[config.mk]
export PLATFORM = sky130hd
export DESIGN_NAME = pipeline_ctrl_flat
export DESIGN_NICKNAME = d
export VERILOG_FILES = /design/src/rtl/pipeline_ctrl_pkg.sv /design/src/rtl/pipeline_ctrl_if.sv /design/src/rtl/pipeline_ctrl_hazard_detect.sv /design/src/rtl/pipeline_ctrl.sv /design/src/flat_wrapper.sv
export SDC_FILE = /design/constraint.sdc
export NUM_CORES = 1
export LEC_CHECK = 0
export BUFFER_PORTS_ARGS = -buffer_cell sky130_fd_sc_hd__buf_2
export CAP_MARGIN = 20
export CORE_UTILIZATION = 30
export CTS_CLUSTER_SIZE = 20
export DETAILED_ROUTE_END_ITERATION = 10
export GPL_ROUTABILITY_DRIVEN = 1
export SYNTH_ARGS = -nofsm -noshare
export SYNTH_HDL_FRONTEND = slang
export SYNTH_SLANG_ARGS = --single-unit
[constraint.sdc]
create_clock -name clk -period 4.7 [get_ports clk]
set_input_delay 0.94 -clock clk [delete_from_list [all_inputs] [get_ports clk]]
set_output_delay 0.94 -clock clk [all_outputs]
set_load 0.01 [all_outputs]
[src/rtl/pipeline_ctrl_pkg.sv]
// pipeline_ctrl_pkg: controller state encoding and register-index width shared by the pipeline_ctrl files.
package pipeline_ctrl_pkg;
    localparam int REG_IDX_W = 5;
    typedef enum logic [1:0] {RUN, MEM_WAIT, HALT} state_t;
endpackage

[src/rtl/pipeline_ctrl_if.sv]
// pipeline_ctrl_if: hazard inputs from the datapath and stage enables/flushes back to it.
interface pipeline_ctrl_if;
    import pipeline_ctrl_pkg::*;
    logic [REG_IDX_W-1:0] id_rs1, id_rs2, ex_rd;
    logic id_uses_rs1, id_uses_rs2, ex_mem_read, ex_branch_taken, mem_req, mem_ready;
    logic pc_en, ifid_en, idex_en, exmem_en, memwb_en, ifid_flush, idex_flush, mem_fault;
    modport master (
        output id_rs1, id_rs2, ex_rd, id_uses_rs1, id_uses_rs2, ex_mem_read, ex_branch_taken, mem_req, mem_ready,
        input  pc_en, ifid_en, idex_en, exmem_en, memwb_en, ifid_flush, idex_flush, mem_fault
    );
    modport slave (
        input  id_rs1, id_rs2, ex_rd, id_uses_rs1, id_uses_rs2, ex_mem_read, ex_branch_taken, mem_req, mem_ready,
        output pc_en, ifid_en, idex_en, exmem_en, memwb_en, ifid_flush, idex_flush, mem_fault
    );
endinterface

[src/rtl/pipeline_ctrl_hazard_detect.sv]
// hazard_detect: combinational load-use detector between the ID instruction and a load in EX.
module hazard_detect
    import pipeline_ctrl_pkg::*;
(
    input  logic [REG_IDX_W-1:0] i_rs1,
    input  logic [REG_IDX_W-1:0] i_rs2,
    input  logic [REG_IDX_W-1:0] i_ex_rd,
    input  logic                 i_uses_rs1,
    input  logic                 i_uses_rs2,
    input  logic                 i_ex_mem_read,
    output logic                 o_load_use
);
    // x0 never carries a real dependency
    assign o_load_use = i_ex_mem_read && (i_ex_rd != '0) &&
                        ((i_uses_rs1 && i_rs1 == i_ex_rd) || (i_uses_rs2 && i_rs2 == i_ex_rd));
endmodule

[src/rtl/pipeline_ctrl.sv]
// pipeline_ctrl: stall/flush controller with memory-wait timeout; PIPE_PERF_CNT_EN adds
// stall_cycles/flush_count performance counters.
module pipeline_ctrl
    import pipeline_ctrl_pkg::*;
#(
    parameter int MEM_TIMEOUT = 255,
    parameter int CNT_W       = 32
) (
    input logic           clk,
    input logic           rst,
    pipeline_ctrl_if.slave bus
`ifdef PIPE_PERF_CNT_EN
    ,
    output logic [CNT_W-1:0] stall_cycles,
    output logic [CNT_W-1:0] flush_count
`endif
);
    localparam int WAIT_W = $clog2(MEM_TIMEOUT + 1);

    if (MEM_TIMEOUT < 1 || CNT_W < 1) begin : g_bad_param
        $error("pipeline_ctrl: MEM_TIMEOUT and CNT_W must be positive");
    end

    state_t            r_state;
    logic [WAIT_W-1:0] r_wait;
    logic              r_fault;
    logic              w_load_use, w_mem_stall, w_freeze, w_branch, w_lu_stall;

    hazard_detect u_hazard (
        .i_rs1        (bus.id_rs1),
        .i_rs2        (bus.id_rs2),
        .i_ex_rd      (bus.ex_rd),
        .i_uses_rs1   (bus.id_uses_rs1),
        .i_uses_rs2   (bus.id_uses_rs2),
        .i_ex_mem_read(bus.ex_mem_read),
        .o_load_use   (w_load_use)
    );

    // once waiting, only mem_ready can release the pipeline
    assign w_mem_stall = !bus.mem_ready && (r_state == MEM_WAIT || bus.mem_req);
    assign w_freeze    = rst || r_state == HALT || w_mem_stall;
    assign w_branch    = !w_freeze && bus.ex_branch_taken;
    assign w_lu_stall  = !w_freeze && !w_branch && w_load_use;

    always_comb begin
        bus.pc_en      = !w_freeze && !w_lu_stall;
        bus.ifid_en    = !w_freeze && !w_lu_stall;
        bus.idex_en    = !w_freeze;
        bus.exmem_en   = !w_freeze;
        bus.memwb_en   = !w_freeze;
        bus.ifid_flush = w_branch;
        bus.idex_flush = w_branch || w_lu_stall;
        bus.mem_fault  = r_fault;
    end

    always_ff @(posedge clk) begin
        if (rst) begin
            r_state <= RUN;
            r_wait  <= '0;
            r_fault <= 1'b0;
        end else begin
            case (r_state)
                RUN: if (w_mem_stall) begin
                    r_state <= MEM_WAIT;
                    r_wait  <= WAIT_W'(1);
                end
                MEM_WAIT: if (bus.mem_ready) r_state <= RUN;
                else begin
                    r_wait <= r_wait + 1'b1;
                    if (int'(r_wait) + 1 >= MEM_TIMEOUT) begin
                        r_state <= HALT;
                        r_fault <= 1'b1;
                    end
                end
                default: r_fault <= 1'b1;
            endcase
        end
    end

`ifdef PIPE_PERF_CNT_EN
    always_ff @(posedge clk) begin
        if (rst) begin
            stall_cycles <= '0;
            flush_count  <= '0;
        end else begin
            if (!bus.pc_en) stall_cycles <= stall_cycles + 1'b1;
            if (w_branch) flush_count <= flush_count + 1'b1;
        end
    end
`endif
endmodule

[src/flat_wrapper.sv]
// flat-port wrapper written by rule: the top's interface ports become plain ports
module pipeline_ctrl_flat import pipeline_ctrl_pkg::*;
#(
    parameter int MEM_TIMEOUT = 255,
    parameter int CNT_W       = 32
)
  (clk, rst, bus_id_rs1, bus_id_rs2, bus_ex_rd, bus_id_uses_rs1, bus_id_uses_rs2, bus_ex_mem_read, bus_ex_branch_taken, bus_mem_req, bus_mem_ready, bus_pc_en, bus_ifid_en, bus_idex_en, bus_exmem_en, bus_memwb_en, bus_ifid_flush, bus_idex_flush, bus_mem_fault);
  pipeline_ctrl_if bus_i ();
  input logic clk;
  input logic rst;
  input wire logic [$bits(bus_i.id_rs1)-1:0] bus_id_rs1;
  input wire logic [$bits(bus_i.id_rs2)-1:0] bus_id_rs2;
  input wire logic [$bits(bus_i.ex_rd)-1:0] bus_ex_rd;
  input wire logic [$bits(bus_i.id_uses_rs1)-1:0] bus_id_uses_rs1;
  input wire logic [$bits(bus_i.id_uses_rs2)-1:0] bus_id_uses_rs2;
  input wire logic [$bits(bus_i.ex_mem_read)-1:0] bus_ex_mem_read;
  input wire logic [$bits(bus_i.ex_branch_taken)-1:0] bus_ex_branch_taken;
  input wire logic [$bits(bus_i.mem_req)-1:0] bus_mem_req;
  input wire logic [$bits(bus_i.mem_ready)-1:0] bus_mem_ready;
  output wire logic [$bits(bus_i.pc_en)-1:0] bus_pc_en;
  output wire logic [$bits(bus_i.ifid_en)-1:0] bus_ifid_en;
  output wire logic [$bits(bus_i.idex_en)-1:0] bus_idex_en;
  output wire logic [$bits(bus_i.exmem_en)-1:0] bus_exmem_en;
  output wire logic [$bits(bus_i.memwb_en)-1:0] bus_memwb_en;
  output wire logic [$bits(bus_i.ifid_flush)-1:0] bus_ifid_flush;
  output wire logic [$bits(bus_i.idex_flush)-1:0] bus_idex_flush;
  output wire logic [$bits(bus_i.mem_fault)-1:0] bus_mem_fault;
  assign bus_i.id_rs1 = bus_id_rs1;
  assign bus_i.id_rs2 = bus_id_rs2;
  assign bus_i.ex_rd = bus_ex_rd;
  assign bus_i.id_uses_rs1 = bus_id_uses_rs1;
  assign bus_i.id_uses_rs2 = bus_id_uses_rs2;
  assign bus_i.ex_mem_read = bus_ex_mem_read;
  assign bus_i.ex_branch_taken = bus_ex_branch_taken;
  assign bus_i.mem_req = bus_mem_req;
  assign bus_i.mem_ready = bus_mem_ready;
  assign bus_pc_en = bus_i.pc_en;
  assign bus_ifid_en = bus_i.ifid_en;
  assign bus_idex_en = bus_i.idex_en;
  assign bus_exmem_en = bus_i.exmem_en;
  assign bus_memwb_en = bus_i.memwb_en;
  assign bus_ifid_flush = bus_i.ifid_flush;
  assign bus_idex_flush = bus_i.idex_flush;
  assign bus_mem_fault = bus_i.mem_fault;
  pipeline_ctrl #(.MEM_TIMEOUT(MEM_TIMEOUT), .CNT_W(CNT_W)) u_core (.clk(clk), .rst(rst), .bus(bus_i));
endmodule
[Yosys cells after proc, flatten, opt, wreduce, memory -nomap -nowiden]
Index checks and enable logic that the tools add are counted.
Cells by class
  $add $sub $neg: 2
  order comparisons: 1
  equality and inequality tests: 8
  muxes and demuxes: 10
  bitwise operators: 1
  reduce and logical (&&, ||, !) cells: 24
Operator list (count)
  32-bit by 9-bit greater-or-equal comparator with 1-bit output, second input constant: 1
  8-bit two-way mux: 2
  8-bit case mux with 2 select lines: 1
  5-bit equality test: 2
  8-bit by 1-bit adder with 9-bit output, second input constant: 1
  1-bit logical AND: 9
  3-bit AND reduction: 3
  8-bit by 1-bit adder with 8-bit output, second input constant: 1
  2-bit two-way mux: 3
  1-bit logical OR: 5
  5-bit nonzero test: 1
  1-bit zero test: 4
  2-bit != test, second input constant: 2
  2-bit case mux with 2 select lines: 1
  3-bit != test, second input constant: 1
  2-bit by 1-bit equality test with 1-bit output, second input constant: 1
  2-bit equality test, second input constant: 1
  2-bit zero test: 1
  1-bit two-way mux: 2
  2-bit by 1-bit != test with 1-bit output, second input constant: 1
  1-bit case mux with 2 select lines: 1
  2-bit nonzero test: 1
  1-bit inverter: 1
Storage, ports and cells
  flip-flop bits (word level): 11
  input port bits: 23
  output and inout bits: 8
  logic and storage cells: 49

[Depth between registers and ports, before layout]
Gate-level depths: netlist of the first run.
  depth after elaboration: 11
  gate-level depth with buffers: 6

[Cells and area by module]
From an unflattened synthesis of the first run, not the netlist that was laid out.
Second synthesis, totals
  cell total of the unflattened synthesis: 110
  area, all modules: 855.8 µm²
Modules (own cells, without submodules)
  pipeline_ctrl: instances 1, cells each 93, area an instance 721.9 µm²
  hazard_detect: instances 1, cells each 17, area an instance 133.9 µm²

[Worst setup path before layout of the first run]
No wires, ideal clock.
  kind: input -> output
  from: input bus_ex_rd[1]
  to: output bus_pc_en
  data arrival time: 1.985 ns
  setup slack: 1.775 ns
  stages on the path: 4
  path buffers: 1
  path through: or4_1 -> o21ai_0 -> o31a_1 -> buf_4
Between the ends
  cells in the longest elaborated chain, start to end: 7
  elaborated cells on any way between the ends: 11
Ends and longest elaborated chain
  from (decl): RTL line flat_wrapper.sv:13  | input wire logic [$bits(bus_i.ex_rd)-1:0] bus_ex_rd;
  5-bit equality test: RTL line pipeline_ctrl_hazard_detect.sv:15  | ((i_uses_rs1 && i_rs1 == i_ex_rd) || (i_uses_rs2 && i_rs2 == i_ex_rd));
  1-bit logical AND: RTL line pipeline_ctrl_hazard_detect.sv:15
  1-bit logical OR: RTL line pipeline_ctrl_hazard_detect.sv:15
  1-bit logical AND (*): RTL line pipeline_ctrl_hazard_detect.sv:14  | assign o_load_use = i_ex_mem_read && (i_ex_rd != '0) &&
  1-bit logical AND (*): RTL line pipeline_ctrl.sv:43  | assign w_lu_stall = !w_freeze && !w_branch && w_load_use;
  1-bit zero test (*)
  1-bit logical AND (*)
  to (decl): RTL line flat_wrapper.sv:20  | output wire logic [$bits(bus_i.pc_en)-1:0] bus_pc_en;
Mark *: on every way between the ends. The rest lies on a longest branch, timed or not.

[Worst setup path after layout of the first run]
  from: input bus_ex_rd[3]
  to: output bus_pc_en
Between the ends
  cells in the longest elaborated chain, start to end: 7
  elaborated cells on any way between the ends: 11
Ends and longest elaborated chain
  5-bit equality test: RTL line pipeline_ctrl_hazard_detect.sv:15
  1-bit logical AND: RTL line pipeline_ctrl_hazard_detect.sv:15
  1-bit logical OR: RTL line pipeline_ctrl_hazard_detect.sv:15
  1-bit logical AND (*): RTL line pipeline_ctrl_hazard_detect.sv:14
  1-bit logical AND (*): RTL line pipeline_ctrl.sv:43
  1-bit zero test (*): RTL line pipeline_ctrl.sv:46  | bus.pc_en = !w_freeze && !w_lu_stall;
  1-bit logical AND (*): RTL line pipeline_ctrl.sv:46
Marked as above.

==> out/metrics.yaml, run 1 <==
final_layout:
  drive_gt1_frac: 0.2794
  fin_cells: 166
  multiInputGateArea_um2: 575.6
  area_delta_synth_final_pct: 20.23
  fillCellCount: 271
  fin_nets: 162
  regArea_um2: 220.2
  n_antenna_cell: 0
worst_hold_path:
  worstHoldPathType: "reg2reg"
  worstHoldStart: "u_core.bus.mem_fault$_SDFFE_PP0P_"
critical_path:
  cp-end-kind: "output pin"
  cp-start-kind: "primary input"
  crit_fanout: 3
  required_ns: 3.76
  crit_start: "bus_ex_rd[3]"
  crit_type: "in2out"
  r2r-start: "u_core.r_wait[1]$_SDFFE_PP0P_"
  cp.arrival_ns: 2.17
synthesis:
  synth_cell_types: 41
  syn_area_um2: 853.3
  yosysSeqAreaShare: 0.2581
  synth_top_cells_by_count: "a21oi_1, dfxtp_1, nor2_1, xor2_1, o21ai_0"
  synth_simple_gate_area_frac: 0.2757
  synth_top_family_by_area: "simple AND/OR/NAND/NOR gates"
  ys.flop_type: "dfxtp_1"
  synth_edf_count: 0
  postSynthCellCount: 109
  synth-seq-cells: 11
  synth_area_leader_cell: "dfxtp_1"
  synthXorXnorAreaFrac: 0.1129
  synth_warnings: 0
  synthArstFlopShare: 0
  avgSynthCellArea_um2: 7.829
  synth_compound_area_frac: 0.2566
  synth_top_area_share: 0.2581
  yosysMostFrequentCell: "a21oi_1"
  synthMuxAreaShare: 0
  synth.area.top_cells: "dfxtp_1, xor2_1, a21oi_1"
  synthAdderAreaFrac: 0.02933
  syn-num-nets: 134
die:
  die_h_um: 55.33
  start_util: 0.3295
  ioPinCount: 31
  coreArea_um2: 2590
  row_count: 18
  die_area_um2: 3061
  die_w_um: 55.33
route:
  wire_per_inst_um: 13.02
  routed_wl_mm: 2.161
  top_layer_used: "met4"
  wl_met1_um: 981
  via_per_inst: 5.578
  drc: 0
  ant_nets: 0
  drt-pass1-iter-count: 4
  vias: 926
  drtIter0Drc: 35
  wl_met2_mm: 1.082
  wl_met3_um: 92
clocking:
  hold_buffers: 0
  cts_tree: "yes"
  cts_sinks: 11
  post_cts_buffers: 0
  cts.clk_slew.worst_paths_ns: 0.07
  clock_path_buffers: 2
  insertion_delay_ns: 0.27
  numCtsBuffers: 3
  clockRootBuffer: "clkbuf_4"
  cts_resized: 0
  h-tree-depth: 1
global_routing:
  grtUsageTotal: 0.1420
  grt_pass1_wl_mm: 3.601
  grt_pass1_vias: 843
  gr-total-overflow: 0
  grt_max_degree: 15
  antenna_found_initial: 0
placed_design:
  dp_slack_ns: 1.594
  portBuffers: 30
  dp_hpwl_mm: 1.657
  placed_cells: 162
  routabilityCongestion: 0.7895
sta:
  period_share: 0.6614
  fmax_mhz: 321.7
  min_period_ns: 3.109
  drv_slew: 0
  holdWs_ns: 0.4925
  skew_ns: 0.0008712
  rsz0062_at_grt: "no"
  slew_headroom: 0.6574
  timing.final.ws_setup_ns: 1.591
  tns_ns: 0
  worst_pin_slew_ns: 0.5104
  hold_viol: 0
  finalSetupViolations: 0
power_and_ir_drop:
  power_leakage_nw: 0.4381
  peakVddDrop_mv: 0.2155
  powerDensity_nw_per_um2: 207.2
  totalPowerFinal_uw: 212.6
run_status:
  status: "completed"
run:
  max_cap_viol_count: 0
-- flip-flops by register name (all words and copies together), names as in the netlist --
register	count
u_core.bus.mem_fault	1
u_core.r_wait	8
u_core.r_state	2
-- worst paths after layout --
path                            slack [ns]                                end  depth (start not counted)
worst max register to register        3.06     u_core.r_state[1]$_SDFFE_PP0P_                          5
worst max-delay path                  1.59                          bus_pc_en                          6
worst min register to register        0.49  u_core.bus.mem_fault$_SDFFE_PP0P_                          2
worst min-delay path                  0.49  u_core.bus.mem_fault$_SDFFE_PP0P_                          2
-- metrics by stage --
stage | utilization | instance area (um^2)
global placement | 0.3855 | 998.5
global route | 0.3961 | 1026
CTS | 0.3961 | 1026
floorplan | - | 853.3
finish | 0.3961 | 1026
detailed placement | 0.3855 | 998.5
-- cell usage in the layout (no fill, tap or decap), types with 2 or more instances in the layout --
cell type | synthesis | final
buf_2 | 1 | 30
a21oi_1 | 12 | 12
dfxtp_1 | 11 | 11
xor2_1 | 9 | 9
nor2_1 | 9 | 9
o21ai_0 | 8 | 8
inv_1 | 4 | 4
nand2b_1 | 4 | 4
nand2_1 | 3 | 3
clkbuf_4 | 0 | 3
o21bai_1 | 2 | 2
nand3_1 | 2 | 2
nor4_1 | 2 | 2
xnor2_1 | 2 | 2
or4_1 | 2 | 2
and2_1 | 2 | 2
nand4_1 | 2 | 2
a41oi_1 | 2 | 2
o41ai_1 | 2 | 2
nand4b_1 | 2 | 2
or3_1 | 2 | 2
ha_1 | 2 | 2
-- metal layers --
metal / vias to the layer above / GRT usage
li1: 464 / -
met5: - / 0
met1: 435 / 0.1688
met4: 0 / 0.04286
met2: 25 / 0.2461
met3: 2 / 0.03981
-- layout make-up --
type | count | share of cell area
clock inverters | 1 | 0.004878
flip-flops and latches | 11 | 0.2146
clock buffers | 3 | 0.02195
multi-input cells | 87 | 0.5610
inverters | 4 | 0.01463
repair buffers | 30 | 0.1463
well taps | 30 | 0.03659
-- logic make-up (layout without fill, tap and decap cells) --
family,Yosys count,after routing
AO/OA/AOI/OAI,35,35
XOR/XNOR,11,11
adder cells (fa/ha/maj),2,2
buffers and inverters,11,38
flip-flops,11,11
AND/OR/NAND/NOR,39,39
-- worst max-delay path, stage by stage --
cell,delay (ns)
buf_2,0.12
xor2_1,0.15
nor4_1,0.33
a32oi_1,0.18
o31a_1,0.31
buf_2,0.14
-- power breakdown --
part	switching (mW)	leakage [nW]	internal, mW
clock	0.0349	0.0177	0.0315
combinational	0.0263	0.331	0.0227
sequential	0.00230	0.0891	0.0950
total	0.0634	0.438	0.149
Power figures use the tool's default switching activity.
==> run 2, diff against run 1 <==
- ABC_AREA: default -> 1
- clock period: 4.7 -> 2.78 ns (I/O delays scaled with it)
==> out/metrics.yaml, run 2 <==
sta:
  min_period_ns: 2.290
  hold_viol: 0  # unchanged
  tns_ns: 0  # unchanged
  finalSetupViolations: 0  # unchanged
  period_share: 0.8236
  skew_ns: 0.004162  # +0.003291 ns
  rsz0062_at_grt: "no"
  drv_slew: 0  # unchanged
  worst_pin_slew_ns: 0.3303  # -0.1801 ns
  slew_headroom: 0.7789  # +0.1215
  fmax_mhz: 436.8
critical_path:
  r2r_setup_slack_ns: 1.27  # -1.79 ns
  required_ns: 2.22  # -1.54 ns
  cp-end-kind: "output pin"
  worstPathCellList: "nor2_4 -> inv_2 -> nor2_4 -> inv_2 -> nand3_1 -> a21oi_2 -> a21boi_1 -> buf_2"
  crit_type: "reg2out"
  ff2ff_path_depth: 9  # +4
  cp_slowest_cell: "dfxtp_1"
  cp.arrival_ns: 1.73  # -0.44 ns
  reg2reg_to: "u_core.r_state[1]$_SDFFE_PP0P_"
  critPathMaxStageDelay_ns: 0.46  # +0.13 ns
  crit_fanout: 10  # +7
  cp-start-kind: "flip-flop"
  r2r-start: "u_core.r_wait[1]$_SDFFE_PP0P_"
final_layout:
  regMostFlops: "u_core.r_wait"
  final_common_cell: "buf_2"
  fin_area_um2: 1062  # +3.5%
  area_delta_synth_final_pct: 20.60
  largest_reg_flops: 8  # unchanged
  drive_gt1_frac: 0.3067  # +0.02734
  multiInputGateArea_um2: 559.3  # -2.8%
  n_antenna_cell: 0  # unchanged
  fin_nets: 189  # +17%
  utilization: 0.3852  # -0.01093
  fillCellCount: 305  # +13%
  regArea_um2: 220.2  # unchanged
  mostFrequentLayoutCells: "buf_2, nand2_1, nand3_1, inv_1"
  fin_cells: 194  # +17%
route:
  routed_wl_mm: 2.043  # -5.5%
  via_per_inst: 4.758  # -15%
  vias: 923  # -0.32%
  drc: 0  # unchanged
  drtIter0Drc: 32  # -8.6%
  ant_nets: 0  # unchanged
  drt-pass1-iter-count: 4  # unchanged
  wire_per_inst_um: 10.53  # -19%
clocking:
  clock_path_buffers: 2  # unchanged
  clockRootBuffer: "clkbuf_4"
  numCtsBuffers: 3  # unchanged
  cts.clk_slew.worst_paths_ns: 0.08  # about the same
  hold_buffers: 0  # unchanged
  insertion_delay_ns: 0.27  # about the same
  cts_tree: "yes"
  h-tree-depth: 1  # unchanged
  post_cts_buffers: 0  # unchanged
  cts_resized: 0  # unchanged
  cts_sinks: 11  # unchanged
synthesis:
  synth.area.top_cells: "dfxtp_1, nand3_1, nand2_1"
  synth-seq-cells: 11  # unchanged
  synth_cell_types: 28  # -32%
  synth_area_leader_cell: "dfxtp_1"
  postSynthCellCount: 133  # +22%
  synth_warnings: 0  # unchanged
  synth_top_area_share: 0.2500  # -0.008065
  syn_area_um2: 880.8  # +3.2%
  yosysSeqAreaShare: 0.2500  # -0.008065
  synth_top_cells_by_count: "nand2_1, nand3_1, inv_1"
  avgSynthCellArea_um2: 6.623  # -15%
  syn-num-nets: 158  # +18%
  yosysMostFrequentCell: "nand2_1"
  synth_edf_count: 0  # unchanged
  synthArstFlopShare: 0  # unchanged
  ys.flop_type: "dfxtp_1"
power_and_ir_drop:
  totalPowerFinal_uw: 417.3  # +96%
  powerDensity_nw_per_um2: 392.8  # +90%
  power_leakage_nw: 0.4901  # +12%
  peakVddDrop_mv: 0.2451  # +14%
placed_design:
  portBuffers: 30  # unchanged
  dp_hpwl_mm: 1.688  # +1.9%
  placed_cells: 190  # +17%
  placed_area_um2: 1036  # +3.8%
  routabilityCongestion: 0.8319  # +5.4%
die:
  die_h_um: 56.19  # +1.5%
  start_util: 0.3194  # -0.01005
  die_w_um: 56.19  # +1.5%
  ioPinCount: 31  # unchanged
  row_count: 19  # +1
  die_area_um2: 3157  # +3.1%
  coreArea_um2: 2758  # +6.5%
global_routing:
  grt_pass1_wl_mm: 3.650  # +1.4%
  grt_max_degree: 12  # -3
  antenna_found_initial: 0  # unchanged
  grt_pass1_vias: 879  # +4.3%
  grtUsageTotal: 0.1450  # +0.002984
  gr-total-overflow: 0  # unchanged
worst_hold_path:
  worstHoldPathType: "in2reg"
  min_to: "u_core.bus.mem_fault$_SDFFE_PP0P_"
  hold_depth: 2  # unchanged
  worstHoldStart: "rst"
run_status:
  status: "completed"
run:
  max_cap_viol_count: 0  # unchanged
## run 2: cell count changes after synthesis, moves of 3 or more
cell,delta
xor2_1,-8
nand2_2,+4
nand2b_1,-4
nand2_1,+16
inv_2,+4
nor2_4,+3
o21ai_0,-3
o21ai_1,+4
nand3_1,+16
nor2_1,+3
inv_1,+10
## run 2: how the worst max path moves through the flow
stage                                               from     endpoint  slack (ns)  depth (start not counted)
final                     u_core.r_state[1]$_SDFFE_PP0P_    bus_pc_en        0.49                          8
after global routing      u_core.r_state[1]$_SDFFE_PP0P_  bus_ifid_en        0.33                          8
after CTS                 u_core.r_state[1]$_SDFFE_PP0P_    bus_pc_en        0.47                          8
after detailed placement                             rst    bus_pc_en        0.62                          6
after global placement                               rst    bus_pc_en        0.68                          6
after floorplan                            bus_mem_ready    bus_pc_en        0.68                          6
## run 2: area by class of cell
cell class              instances  area share
clock buffers                   4     0.02473
inverters                      18     0.06360
repair buffers                 30      0.1413
multi-input cells             100      0.5265
flip-flops and latches         11      0.2073
well taps                      31     0.03651
## run 2: cell families after synthesis
| family | count (synthesis) | synth area share |
|---|---|---|
| and+or+nand+nor | 64 | 0.3622 |
| xor gates and xnor gates | 5 | 0.04971 |
| DFF | 11 | 0.2500 |
| buffers and inverters | 22 | 0.1150 |
| adders and majority gates | 2 | 0.02840 |
| AOI/OAI and AO/OA | 29 | 0.1946 |
## run 2: metrics by stage
stage / worst slack (ns) / hold slack (ns)
4_1_cts: 0.4677 / 0.4890
2_1_floorplan: 0.6756 / 0.4742
5_1_grt: 0.3312 / 0.4997
6_report: 0.4904 / 0.4852
3_3_place_gp: 0.6806 / 0.4979
3_5_place_dp: 0.6180 / 0.4999
## run 2: worst max-delay path: cells and delay by family, from the launching register on
kind            cells  cell delay, ns
flops               1            0.46
compound gates      2            0.44
buf+inv             3            0.33
simple gates        3            0.24
## run 2: power by group
part	leakage, nW	internal [mW]	switching, mW	total (mW)
logic	0.385	0.0490	0.0677	0.117
registers	0.0901	0.170	0.0147	0.185
clock network	0.0150	0.0556	0.0597	0.115
## run 2: layer usage
metal	global-route usage	up-vias	part of all wire
met2	0.2721	12	0.54
met1	0.1598	409	0.43
met5	0	-	0
met3	0.01628	2	0.019
li1	-	500	-
met4	0.06969	0	0.0083
==> run 3, diff against run 2 <==
- clock period: 2.78 -> 2.1 ns (I/O delays scaled with it)
==> out/metrics.yaml, run 3 (synthesis gave the netlist of run 2 again) <==
route:
  drc: 0  # unchanged
  wl_met1_um: 917  # +3.9%
  wl_met2_mm: 1.130  # +2.4%
  ant_nets: 0  # unchanged
  routed_wl_mm: 2.152  # +5.3%
  via_per_inst: 4.824  # +1.4%
  wire_per_inst_um: 10.81  # +2.7%
  drt-pass1-iter-count: 4  # unchanged
  drtIter0Drc: 23  # -28%
  top_layer_used: "met4"
  wl_met3_um: 66  # +69%
  vias: 960  # +4.0%
sta:
  min_period_ns: 1.968
  period_share: 0.9372
  skew_ns: 0.004557  # +0.0003951 ns
  slew_headroom: 0.7767  # -0.002265
  drv_slew: 0  # unchanged
  holdWs_ns: 0.3546  # -0.1306 ns
  fmax_mhz: 508.1
  rsz0062_at_grt: "no"
  tns_ns: 0  # unchanged
  worst_pin_slew_ns: 0.3337  # +0.003385 ns
  hold_viol: 0  # unchanged
  finalSetupViolations: 0  # unchanged
final_layout:
  area_delta_synth_final_pct: 25.71
  fin_cells: 199  # +2.6%
  drive_gt1_frac: 0.3393  # +0.03254
  multiInputGateArea_um2: 563.0  # +0.67%
  utilization: 0.4015  # +0.01633
  fin_nets: 194  # +2.6%
  regArea_um2: 224.0  # +1.7%
  fillCellCount: 307  # +0.66%
  final_common_cell: "buf_2"
  largest_reg_flops: 8  # unchanged
  mostFrequentLayoutCells: "buf_2, nand2_1, nand3_1, inv_1"
  n_antenna_cell: 0  # unchanged
  regMostFlops: "u_core.r_wait"
global_routing:
  grt_pass1_vias: 905  # +3.0%
  antenna_found_initial: 0  # unchanged
  gr-total-overflow: 0  # unchanged
  grt_max_degree: 12  # unchanged
  grtUsageTotal: 0.1479  # +0.002910
  grt_pass1_wl_mm: 3.712  # +1.7%
placed_design:
  routabilityCongestion: 0.8462  # +1.7%
  placed_cells: 191  # +0.53%
  portBuffers: 30  # unchanged
  dp_hpwl_mm: 1.718  # +1.8%
clocking:
  cts_tree: "yes"
  h-tree-depth: 1  # unchanged
  insertion_delay_ns: 0.28  # about the same
  numCtsBuffers: 3  # unchanged
  cts.clk_slew.worst_paths_ns: 0.07  # about the same
  clock_path_buffers: 2  # unchanged
  clockRootBuffer: "clkbuf_4"
  cts_sinks: 11  # unchanged
  hold_buffers: 0  # unchanged
worst_hold_path:
  worstHoldPathType: "in2reg"
  worstHoldStart: "rst"
  min_to: "u_core.r_state[1]$_SDFFE_PP0P_"
  hold_depth: 2  # unchanged
critical_path:
  cp-end-kind: "output pin"
  crit_type: "reg2out"
  reg2reg_to: "u_core.r_state[1]$_SDFFE_PP0P_"
  cp-start-kind: "flip-flop"
  crit_start: "u_core.r_state[0]$_SDFFE_PP0P_"
  crit_fanout: 10  # unchanged
  r2r_setup_slack_ns: 0.56  # -0.71 ns
  required_ns: 1.68  # -0.54 ns
  cp.arrival_ns: 1.55  # -0.18 ns
  ff2ff_path_depth: 9  # unchanged
  r2r-start: "u_core.r_wait[1]$_SDFFE_PP0P_"
power_and_ir_drop:
  seqPwrFrac: 0.432  # -0.012
  peakVddDrop_mv: 0.4504  # +84%
  comb_power_share: 0.295  # +0.015
  internal_power_uw: 372.3  # +35%
  power_leakage_nw: 0.5133  # +4.7%
  p_sw_uw: 191.3  # +35%
  switching_share: 0.3394  # -0.001319
  powerDensity_nw_per_um2: 508.9  # +30%
  clockPowerShare: 0.273  # -0.003
die:
  start_util: 0.3194  # unchanged
  die_area_um2: 3157  # unchanged
  row_count: 19  # unchanged
  ioPinCount: 31  # unchanged
  coreArea_um2: 2758  # unchanged
  die_h_um: 56.19  # unchanged
  die_w_um: 56.19  # unchanged
run:
  max_cap_viol_count: 0  # unchanged
run_status:
  status: "completed"
==> run 3: final cells by class <==
class | instances | area share
tap | 31 | 0.03503
timing repair buffer | 35 | 0.1695
sequential | 11 | 0.2023
inverter | 18 | 0.06102
clock buffer | 4 | 0.02373
multi-input combinational | 100 | 0.5085
==> run 3: worst max-delay path by stage <==
| stage | to | depth (start not counted) | slack, ns |
|---|---|---|---|
| 6_report | bus_ifid_en | 9 | 0.13 |
| 5_1_grt | bus_ifid_en | 9 | 0.02 |
| 4_1_cts | bus_pc_en | 9 | 0.04 |
| 3_5_place_dp | bus_pc_en | 8 | 0.26 |
| 3_3_place_gp | bus_pc_en | 8 | 0.28 |
| 2_1_floorplan | bus_pc_en | 8 | 0.18 |
==> run 3: timing repair <==
action / CTS / global route
resized for setup: 1 / 2
buffers inserted: 0 / 4
setup endpoints to repair: 2 / 3
==> run 3: power by group through the flow <==
stage                     logic (mW)  clock network [mW]  registers, mW
final                          0.166               0.154          0.244
after global routing           0.184               0.167          0.248
after CTS                      0.159               0.155          0.244
after detailed placement       0.158                   0          0.249
after global placement         0.154                   0          0.248
after floorplan                0.112                   0          0.246
==> run 3: critical path, cell delays in order (launching register included) <==
cell and delay, ns:
dfxtp_1 0.32, inv_2 0.10, nor2_4 0.08, inv_2 0.07
nor2_4 0.03, inv_2 0.06, nand3_1 0.08, a21oi_2 0.20
a21boi_2 0.20, buf_2 0.14
==> run 3: routing by layer <==
| layer | track usage | up-vias |
|---|---|---|
| met5 | 0 | - |
| li1 | - | 514 |
| met3 | 0.02558 | 4 |
| met2 | 0.2721 | 15 |
| met1 | 0.1626 | 427 |
| met4 | 0.06969 | 0 |
==> run 3: metrics by stage <==
| stage | worst slack [ns] | power [mW] | cell area (um^2) |
|---|---|---|---|
| finish | 0.1319 | 0.5636 | 1107 |
| global route | 0.01726 | 0.5994 | 1107 |
| CTS | 0.04013 | 0.5582 | 1071 |
| detailed placement | 0.2610 | 0.4068 | 1044 |
| global placement | 0.2849 | 0.4025 | 1044 |
| floorplan | 0.1778 | 0.3579 | 880.8 |
